===== config.mk =====
export PLATFORM = sky130hd
export DESIGN_NAME = program_sequencer_flat
export DESIGN_NICKNAME = d
export VERILOG_FILES = /design/src/rtl/program_sequencer_if.sv /design/src/rtl/program_sequencer.sv /design/src/flat_wrapper.sv
export SDC_FILE = /design/constraint.sdc
export NUM_CORES = 1
export LEC_CHECK = 0
export ABC_AREA = 1
export CORE_ASPECT_RATIO = 1.4
export CORE_MARGIN = 2
export CORE_UTILIZATION = 33
export CTS_CLUSTER_DIAMETER = 120
export DETAILED_ROUTE_END_ITERATION = 12
export DONT_BUFFER_PORTS = 1
export GPL_ROUTABILITY_DRIVEN = 0
export MAX_ROUTING_LAYER = met4
export PLACE_DENSITY = 0.43
export SYNTH_ARGS = -nofsm -noshare
export SYNTH_HDL_FRONTEND = slang
export SYNTH_SLANG_ARGS = --single-unit

===== constraint.sdc =====
create_clock -name Clk -period 3.5 [get_ports Clk]
set_clock_uncertainty 0.2 [all_clocks]
set_input_delay 0.175 -clock Clk [delete_from_list [all_inputs] [get_ports Clk]]
set_output_delay 0.175 -clock Clk [all_outputs]
set_load 0.005 [all_outputs]

===== src/rtl/program_sequencer_if.sv =====
// rtl/program_sequencer_if.sv - load/control/issue bundle between a program_sequencer and its driver
interface program_sequencer_if #(
   parameter int AW = 4
);
   logic          LoadEn;
   logic [AW-1:0] LoadAddr;
   logic [11:0]   LoadData;
   logic          Start;
   logic          Stop;
   logic [AW-1:0] LastAddr;
   logic [11:0]   InstrOut;
   logic          Valid;
   logic [AW-1:0] PC;
   logic          Busy;
   logic          Done;

   modport master (
      output LoadEn, LoadAddr, LoadData, Start, Stop, LastAddr,
      input  InstrOut, Valid, PC, Busy, Done
   );

   modport slave (
      input  LoadEn, LoadAddr, LoadData, Start, Stop, LastAddr,
      output InstrOut, Valid, PC, Busy, Done
   );
endinterface


===== src/rtl/program_sequencer.sv =====
// rtl/program_sequencer.sv - loadable program store issuing 12-bit words to the TinyCPU In bus
// Define LOOP_EN to wrap PC at LastAddr and run until Stop instead of halting in DONE.
module program_sequencer #(
   parameter int          AW       = 4,
   parameter logic [11:0] NOP_WORD = 12'h000
) (
   input logic               Clk,
   input logic               Clr,
   program_sequencer_if.slave bus
);
   typedef enum logic [1:0] {
      IDLE = 2'd0,
      RUN  = 2'd1,
      DONE = 2'd2
   } state_t;

   state_t        state_q;
   logic [AW-1:0] pc_q;
   logic [AW-1:0] last_q;
   logic [11:0]   instr_q;
   logic          valid_q;

   logic [11:0]   mem_q [2**AW];
   logic [11:0]   rd_word_d;

   // Program memory is deliberately outside the reset domain so Clr keeps the program.
   always_ff @(posedge Clk) begin
      if (bus.LoadEn && (state_q != RUN)) begin
         mem_q[bus.LoadAddr] <= bus.LoadData;
      end
   end

   assign rd_word_d = mem_q[pc_q];

   always_ff @(posedge Clk or posedge Clr) begin
      if (Clr) begin
         state_q <= IDLE;
         pc_q    <= '0;
         last_q  <= '0;
         instr_q <= NOP_WORD;
         valid_q <= 1'b0;
      end else begin
         case (state_q)
            IDLE, DONE: begin
               instr_q <= NOP_WORD;
               valid_q <= 1'b0;
               if (bus.Start && !bus.Stop) begin
                  state_q <= RUN;
                  pc_q    <= '0;
                  last_q  <= bus.LastAddr;
               end
            end
            RUN: begin
               if (bus.Stop) begin
                  state_q <= IDLE;
                  instr_q <= NOP_WORD;
                  valid_q <= 1'b0;
               end else begin
                  instr_q <= rd_word_d;
                  valid_q <= 1'b1;
                  if (pc_q == last_q) begin
`ifdef LOOP_EN
                     pc_q <= '0;
`else
                     state_q <= DONE;
`endif
                  end else begin
                     pc_q <= pc_q + AW'(1);
                  end
               end
            end
            default: begin
               state_q <= IDLE;
               instr_q <= NOP_WORD;
               valid_q <= 1'b0;
            end
         endcase
      end
   end

   assign bus.InstrOut = instr_q;
   assign bus.Valid    = valid_q;
   assign bus.PC       = pc_q;
   assign bus.Busy     = (state_q == RUN);
   assign bus.Done     = (state_q == DONE);
endmodule


===== src/flat_wrapper.sv =====
// flat-port wrapper written by rule: the top's interface ports become plain ports
module program_sequencer_flat 
#(
   parameter int          AW       = 4,
   parameter logic [11:0] NOP_WORD = 12'h000
)
  (Clk, Clr, bus_LoadEn, bus_LoadAddr, bus_LoadData, bus_Start, bus_Stop, bus_LastAddr, bus_InstrOut, bus_Valid, bus_PC, bus_Busy, bus_Done);
  program_sequencer_if #(.AW(AW)) bus_i ();
  input logic Clk;
  input logic Clr;
  input wire logic [$bits(bus_i.LoadEn)-1:0] bus_LoadEn;
  input wire logic [$bits(bus_i.LoadAddr)-1:0] bus_LoadAddr;
  input wire logic [$bits(bus_i.LoadData)-1:0] bus_LoadData;
  input wire logic [$bits(bus_i.Start)-1:0] bus_Start;
  input wire logic [$bits(bus_i.Stop)-1:0] bus_Stop;
  input wire logic [$bits(bus_i.LastAddr)-1:0] bus_LastAddr;
  output wire logic [$bits(bus_i.InstrOut)-1:0] bus_InstrOut;
  output wire logic [$bits(bus_i.Valid)-1:0] bus_Valid;
  output wire logic [$bits(bus_i.PC)-1:0] bus_PC;
  output wire logic [$bits(bus_i.Busy)-1:0] bus_Busy;
  output wire logic [$bits(bus_i.Done)-1:0] bus_Done;
  assign bus_i.LoadEn = bus_LoadEn;
  assign bus_i.LoadAddr = bus_LoadAddr;
  assign bus_i.LoadData = bus_LoadData;
  assign bus_i.Start = bus_Start;
  assign bus_i.Stop = bus_Stop;
  assign bus_i.LastAddr = bus_LastAddr;
  assign bus_InstrOut = bus_i.InstrOut;
  assign bus_Valid = bus_i.Valid;
  assign bus_PC = bus_i.PC;
  assign bus_Busy = bus_i.Busy;
  assign bus_Done = bus_i.Done;
  program_sequencer #(.AW(AW), .NOP_WORD(NOP_WORD)) u_core (.Clk(Clk), .Clr(Clr), .bus(bus_i));
endmodule

==> results.env, run 1 <==
SYNTHFLOPTYPE='sky130_fd_sc_hd__edfxtp_1'
WORST_SETUP_HOLD_PATH_CLK_SLEW_PS=60
VIA_COUNT_OF_THE_FIRST_GLOBAL_ROUTING_PASS=5644
WORST_EP_ARRIVAL_TIME_PS=3150
CP-START-KIND='flop'
WORSTPATHMAXFANOUT=5
NUM_ROWS=71
GRT_START_MAX_NET_PINS=102
BUFFER_PORTS.INSERTED=0
DETAILEDPLACEMENTHPWL_UM=14690
SYNTH_EDF_COUNT=192
DIE_AREA_MM2=0.02876
GRT-OVFL-TOTAL=0
CLOCK_LATENCY_PS=510
STARTING_DENSITY_OF_THE_CORE_PCT=33.59
POSTSYNTHAREAPERCELL_UM2=10.65
POST-CTS-SETUP-BUFFERS=0
DISTINCT_CELL_TYPE_COUNT_OF_THE_SYNTHESIZED_NETLIST=17
DRT_ITER0_DRC=371
VIAS_PER_CELL=4.571
ANTENNADIODECOUNT=0
TIMING.CRITICAL_PATH.REQUIRED_PS=3500
SYNTH.TOP_CELL.AREA_SHARE_PCT=63.76
POWER.IR.VDD_WORST_V=0.0003435
CHIPHEIGHT_UM=199.9
FINISH.NET_COUNT=921
CORE_MM2=0.02692
PERIOD_NEEDED_PS=3155
YS_SEQ_ELEMENTS=215
FINAL_LAYOUT_SIZE_SUFFIX_GT1_SHARE_PCT=7.667
GRT_UTIL_MET3_PCT=2.099
CRIT_PATH_END_KIND='flop'
YS_SEQ_AREA_SHARE_PCT=70.13
TIMING.SLEW.HEADROOM_PCT=37.69
TIMING.MAX_CAP.VIOLATIONS=0
CRITICALPATHCATEGORY='flop to flop'
GRT_SETUP_UNREPAIRED='no'
COUNT_OF_CLOCK_TREE_SINKS=215
GR-USAGE-ALL-LAYERS_PCT=17.76
BUSIEST_LAYER='met2'
SEQUENTIAL_CELL_AREA_MM2=0.006346
FILLER_CELL_COUNT=2619
SLOWEST_DELAY_PS=710
FIRST_PASS_ITERS=4
FOOTPRINT_OF_THE_MULTI_INPUT_GATES_MM2=0.002066
MAX_FREQ_MHz=316.9
NUMBER_OF_ANTENNA_VIOLATIONS_AT_THE_FIRST_CHECK_IN_GLOBAL_ROUTING=0
AREA_GROWTH_SYN_TO_LAYOUT_PCT=17.09
SYNTHESIS.YOSYS.WARNINGS=0
SYN_NETS=875
GR-USAGE-MET1_PCT=22.98
NUMCTSBUFFERS=24
POWER_DENSITY_mW_PER_MM2=663.9
SYNTH_ASYNC_SR_FLOP_SHARE_PCT=10.70
HOLD_CLASS='primary input to flop'
MOST_FREQUENT_CELL_ON_CRITICAL_PATH='sky130_fd_sc_hd__nor2_1'
STDCELL_AREA_MM2=0.01059
STATUS='finished, final reports clean'
SYNTH_LARGEST_AREA_CELL='sky130_fd_sc_hd__edfxtp_1'
POWER_LEAKAGE_nW=4.399
CTS_TREE='yes'
TIGHTEST_SLEW_PS=933.6
POSTSYNTHCELLCOUNT=849
GATE_FAMILY_RESPONSIBLE_FOR_THE_MOST_DELAY_ALONG_THE_WORST_PATH='buffers and inverters'
CTS_MAX_LEVEL=1
VIA_COUNT=5842
FINAL_CYCLE_UTILIZATION_OF_THE_CRITICAL_PATH_PCT=90.15
CTS_MAX_PATH_BUFFERS=3
SLEW_VIOL_FINAL=0
MET2_USAGE_PCT=29.89
FLOORPLAN_DIE_WIDTH_UM=143.9
ANT_NETS=0
ROUTED_WL_UM=24430
WORST_R2R_SETUP_SLACK_PS=340
CRIT_SLOWEST_CELL='sky130_fd_sc_hd__dlygate4sd3_1'
CTS-ROOT-BUF='sky130_fd_sc_hd__clkbuf_16'
POWER.TOTAL_mW=7.029
PLACED_AREA_MM2=0.009548
IO_PINS=44
SYNTHMOSTINSTANTIATEDCELL='sky130_fd_sc_hd__nand2_1'
YS_TOP_CELLS_BY_AREA='sky130_fd_sc_hd__edfxtp_1, sky130_fd_sc_hd__nand2_1, sky130_fd_sc_hd__nand3_1, sky130_fd_sc_hd__dfrtp_1, sky130_fd_sc_hd__inv_1'
HOLD_VIOL=0
CRIT_PATH_CELL_TRACE='inv_1 -> nor2_1 -> nor2_1 -> nand3_1 -> dlygate4sd3_1 -> nor2_1 -> dlygate4sd3_1'
TIMING.FINAL.SETUP_VIOLATIONS=0
SETUP_TOTAL_NEGATIVE_SLACK_PS=0
YS_TOP_CELLS_BY_COUNT='sky130_fd_sc_hd__nand2_1, sky130_fd_sc_hd__edfxtp_1, sky130_fd_sc_hd__nand3_1'
GRT_PASS1_WL_UM=35820
HOLD-WORST-SLACK_PS=7.306
SYN_AREA_MM2=0.009042
WIRE_PER_INST_UM=19.12
DRC=0
CRITICAL_PATH.N_BUFFERS_INVERTERS=3
[cells in the final DEF, fill, tap and decap left out, types with 5 or more instances in the layout]
master	netlist	final
sky130_fd_sc_hd__nand2_1	306	306
sky130_fd_sc_hd__edfxtp_1	192	192
sky130_fd_sc_hd__nand3_1	132	132
sky130_fd_sc_hd__inv_1	109	109
sky130_fd_sc_hd__dlygate4sd3_1	0	30
sky130_fd_sc_hd__buf_4	2	27
sky130_fd_sc_hd__clkbuf_16	0	25
sky130_fd_sc_hd__nor2_1	21	21
sky130_fd_sc_hd__dfrtp_1	23	21
sky130_fd_sc_hd__a21oi_1	12	12
sky130_fd_sc_hd__clkinv_1	0	7
sky130_fd_sc_hd__xor2_1	6	6
sky130_fd_sc_hd__clkbuf_1	9	5
[power by group]
part / switching, mW / total (mW) / internal (mW)
registers: 0.0471 / 2.94 / 2.90
clock network: 0.996 / 2.37 / 1.37
logic: 1.22 / 1.72 / 0.494
total: 2.26 / 7.03 / 4.76
[area by class of cell]
class,count,area share [%]
inverters,111,3.935
well taps,365,4.313
clock buffers,30,6.086
flip-flops and latches,215,59.94
multi-input cells,483,19.51
clock inverters,14,0.8981
repair buffers,60,5.318
[stage by stage]
step,std cells,worst slack (ps),utilization (%)
after floorplan,849,1533,-
after global placement,1204,1108,35.47
after detailed placement,1204,1088,35.47
after CTS,1278,385.1,39.33
after global routing,1278,214.5,39.33
final,1278,344.6,39.33
[tightest hold or removal path, delay by kind of cell]
kind	cells	cell delay [ps]
buffers and inverters	2	200
AND/OR/NAND/NOR	2	180
[registers in the layout (all words and copies together), names as in the netlist]
name,cells
u_core.bus.Valid,1
u_core.state_q,2
u_core.bus.PC,4
u_core.last_q,4
u_core.mem_q,192
u_core.bus.InstrOut,12
[kinds of logic after synthesis]
kind of cell | Yosys count | share of synthesized area (%)
and+or+nand+nor | 459 | 20.88
DFF | 215 | 70.13
buffers and inverters | 151 | 7.029
AOI/OAI and AO/OA | 13 | 0.7473
xor gates and xnor gates | 6 | 0.5811
muxes | 4 | 0.4981
adders and majority gates | 1 | 0.1383
[final timing paths]
path | from | endpoint | depth (start not counted)
worst max-delay path | u_core.state_q[0] | u_core.mem_q[10][6] | 7
worst min-delay path | bus_LoadAddr[2] | u_core.mem_q[10][5] | 4
worst max register to register | u_core.state_q[0] | u_core.mem_q[10][6] | 7
worst min register to register | u_core.state_q[1] | u_core.state_q[1] | 2
max in group asynchronous | Clr | u_core.bus.PC[0] | 2
min in group asynchronous | Clr | u_core.state_q[1] | 2
[layer usage]
layer,part of all wire [%],vias to the layer above
met5,0,-
met4,1.9,0
met3,4.5,32
met2,50,142
met1,44,2811
li1,-,2857
[timing repair]
action | 4_1_cts | 5_1_grt
endpoints found under the hold margin | 260 | 0
hold buffers | 30 | 0
gates resized for setup | 0 | 0
(Power assumes the default switching activity.)
==> run 2, diff against run 1 <==
--- a/config.mk
+++ b/config.mk
@@ -15,6 +15,7 @@
 export GPL_ROUTABILITY_DRIVEN = 0
 export MAX_ROUTING_LAYER = met4
 export PLACE_DENSITY = 0.43
+export REMOVE_ABC_BUFFERS = 1
 export SYNTH_ARGS = -nofsm -noshare
 export SYNTH_HDL_FRONTEND = slang
 export SYNTH_SLANG_ARGS = --single-unit
==> run 2 against run 1 <==
Critical path depth is 1 higher. Core utilization is 0.065 points higher. Via count is 0.74% lower. First-iteration DRC count is 10% lower. Critical path type unchanged.
==> results.env, run 2 (synthesized netlist as in run 1, its figures left out) <==
IO_PINS=44  # unchanged
CTS_TREE='yes'  # unchanged
MAX_FREQ_MHz=433.8  # was 316.9 MHz
COUNT_OF_CLOCK_TREE_SINKS=215  # unchanged
STARTING_DENSITY_OF_THE_CORE_PCT=33.59  # unchanged
WIRE_PER_INST_UM=18.79  # was 19.12 um
POWER_LEAKAGE_nW=4.425  # was 4.399 nW
GRT-OVFL-TOTAL=0  # unchanged
FINISH.NET_COUNT=918  # was 921
MET2_USAGE_PCT=29.68  # was 29.89%
HOLD_VIOL=0  # unchanged
TIMING.SLEW.HEADROOM_PCT=44.37  # was 37.69%
BUSIEST_LAYER='met2'  # unchanged
TIMING.REG2REG.WORST_PATH_DEPTH=8  # was 7
POWER.IR.VDD_WORST_V=0.0002832  # was 0.0003435 V
FIRST_PASS_ITERS=5  # was 4
LAYOUTNONFILLERINSTCOUNT=1274  # was 1278
DRT_ITER0_DRC=334  # was 371
MOSTFREQUENTLAYOUTCELLS='sky130_fd_sc_hd__nand2_1, sky130_fd_sc_hd__edfxtp_1, sky130_fd_sc_hd__nand3_1'  # unchanged
GRT_PASS1_WL_UM=35850  # was 35820 um
GRT_START_MAX_NET_PINS=70  # was 102
GR-USAGE-MET1_PCT=22.73  # was 22.98%
GR-USAGE-ALL-LAYERS_PCT=17.65  # was 17.76%
POWER_DENSITY_mW_PER_MM2=677.8  # was 663.9 mW/mm2
TIMING.FINAL.SETUP_VIOLATIONS=0  # unchanged
WORST_R2R_SETUP_SLACK_PS=1190  # was 340 ps
ROUTED_WL_UM=23940  # was 24430 um
LARGEST_REGISTER='u_core.mem_q'  # unchanged
HOLD-WORST-SLACK_PS=17.85  # was 7.306 ps
SETUP_TOTAL_NEGATIVE_SLACK_PS=0  # unchanged
DRC=0  # unchanged
NUMBER_OF_ANTENNA_VIOLATIONS_AT_THE_FIRST_CHECK_IN_GLOBAL_ROUTING=0  # unchanged
DIE_AREA_MM2=0.02876  # unchanged
GRT_SETUP_UNREPAIRED='no'  # unchanged
POWER.TOTAL_mW=7.188  # was 7.029 mW
TIGHTEST_SLEW_PS=834.5  # was 933.6 ps
CTS_MAX_PATH_BUFFERS=3  # unchanged
CTS-ROOT-BUF='sky130_fd_sc_hd__clkbuf_16'  # unchanged
VIAS_PER_CELL=4.552  # was 4.571
POST-CTS-SETUP-BUFFERS=0  # unchanged
WORSTPATHMAXFANOUT=32  # was 5
FINAL_CYCLE_UTILIZATION_OF_THE_CRITICAL_PATH_PCT=65.87  # was 90.15%
TIMING.CRITICAL_PATH.REQUIRED_PS=3710  # was 3500 ps
CTS_MAX_LEVEL=1  # unchanged
CP-START-KIND='flop'  # unchanged
STATUS='finished, final reports clean'  # unchanged
FINAL_LAYOUT_SIZE_SUFFIX_GT1_SHARE_PCT=8.581  # was 7.667%
AREA_GROWTH_SYN_TO_LAYOUT_PCT=17.28  # was 17.09%
ANTENNADIODECOUNT=0  # unchanged
CRITICAL_PATH.REG2REG.STARTPOINT='u_core.bus.PC[0]'  # was u_core.state_q[0]
ANT_NETS=0  # unchanged
WORST_SETUP_HOLD_PATH_CLK_SLEW_PS=60  # about the same
CTS_RESIZED=0  # unchanged
BUFFER_PORTS.INSERTED=0  # unchanged
PERIOD_NEEDED_PS=2305  # was 3155 ps
REG2REG_TO='u_core.bus.InstrOut[3]'  # was u_core.mem_q[10][6]
LARGEST_REGISTER_FFS=192  # unchanged
CLOCK_LATENCY_PS=510  # about the same
CHIPHEIGHT_UM=199.9  # unchanged
FLOORPLAN_DIE_WIDTH_UM=143.9  # unchanged
VIA_COUNT_OF_THE_FIRST_GLOBAL_ROUTING_PASS=5767  # was 5644
PLACEDCELLCOUNT=1207  # was 1204
LAYOUT_COMMONEST_CELL='sky130_fd_sc_hd__nand2_1'  # unchanged
HOLD_CLASS='primary input to flop'  # unchanged
CRITICALPATHCATEGORY='flop to flop'  # unchanged
WORST_EP_ARRIVAL_TIME_PS=2510  # was 3150 ps
CRITPATHLAUNCH='u_core.bus.PC[0]'  # was u_core.state_q[0]
NUMCTSBUFFERS=24  # unchanged
CRIT_PATH_END_KIND='flop'  # unchanged
PLACE_WS_PS=1188  # was 1088 ps
ENDPOINT='u_core.bus.InstrOut[3]'  # was u_core.mem_q[10][6]
DETAILEDPLACEMENTHPWL_UM=13430  # was 14690 um
VIA_COUNT=5799  # was 5842
GRT_UTIL_MET3_PCT=2.433  # was 2.099%
CORE_MM2=0.02692  # unchanged
FINAL.SETUP.WORST_SLACK_PS=1195  # was 344.6 ps
SLEW_VIOL_FINAL=0  # unchanged
CTS_HOLD_BUFFERS=24  # was 30
TIMING.MAX_CAP.VIOLATIONS=0  # unchanged
NUM_ROWS=71  # unchanged
[run 2: cell types whose count changed in the layout (fill, tap and decap cells not counted), moves of 2 or more]
cell,change
sky130_fd_sc_hd__buf_4,+5
sky130_fd_sc_hd__dlygate4sd3_1,-6
sky130_fd_sc_hd__clkbuf_1,-2
sky130_fd_sc_hd__clkinv_2,+3
sky130_fd_sc_hd__buf_12,-2
sky130_fd_sc_hd__bufinv_16,+3
sky130_fd_sc_hd__clkinv_1,-4
[run 2: through the flow]
step | cell area, um2 | utilization, %
finish | 10610 | 39.40
global route | 10610 | 39.40
CTS | 10610 | 39.40
detailed placement | 9545 | 35.46
global placement | 9545 | 35.46
floorplan | 8823 | -
[run 2: how the worst min path moves through the flow]
| stage | slack (ps) | start | endpoint | cells past startpoint |
|---|---|---|---|---|
| 3_3_place_gp | 40 | Clr | u_core.bus.InstrOut[8] | 1 |
| 3_5_place_dp | 40 | Clr | u_core.bus.InstrOut[8] | 1 |
| 6_report | 20 | bus_Start | u_core.state_q[0] | 4 |
| 2_1_floorplan | -20 | Clr | u_core.bus.InstrOut[0] | 1 |
| 4_1_cts | 10 | bus_Start | u_core.state_q[0] | 4 |
| 5_1_grt | 30 | bus_LoadAddr[1] | u_core.mem_q[14][1] | 3 |
[run 2: where the power goes]
| part | switching [mW] | internal, mW | total (mW) |
|---|---|---|---|
| clock network | 0.984 | 1.61 | 2.60 |
| registers | 0.0730 | 2.90 | 2.97 |
| logic | 1.13 | 0.494 | 1.62 |
| total | 2.19 | 5.00 | 7.19 |
[run 2: area by class of cell]
| type | instances | area (um2) |
|---|---|---|
| Fill cell | 2624 | 16310 |
| Sequential cell | 215 | 6346 |
| Multi-Input combinational cell | 483 | 2066 |
| Clock buffer | 29 | 650.6 |
| Timing Repair Buffer | 57 | 500.5 |
| Tap cell | 365 | 456.7 |
| Inverter | 111 | 416.7 |
| Clock inverter | 14 | 168.9 |
[run 2: worst max-delay path, stage by stage, from the launching register on]
cell and delay (ps):
sky130_fd_sc_hd__dfrtp_4 550, sky130_fd_sc_hd__inv_2 530, sky130_fd_sc_hd__buf_4 350, sky130_fd_sc_hd__nand2_1 70
sky130_fd_sc_hd__nand2_1 60, sky130_fd_sc_hd__nand2_1 50, sky130_fd_sc_hd__nand3_1 80, sky130_fd_sc_hd__nand3_1 110
sky130_fd_sc_hd__a21oi_1 200
[run 2: routing by layer]
| layer | routed length, um | part of all wire, % | vias up |
|---|---|---|---|
| met5 | 0 | 0 | - |
| met3 | 1038 | 4.3 | 36 |
| li1 | - | - | 2854 |
| met2 | 11770 | 49 | 128 |
| met1 | 10650 | 44 | 2781 |
| met4 | 479 | 2.0 | 0 |
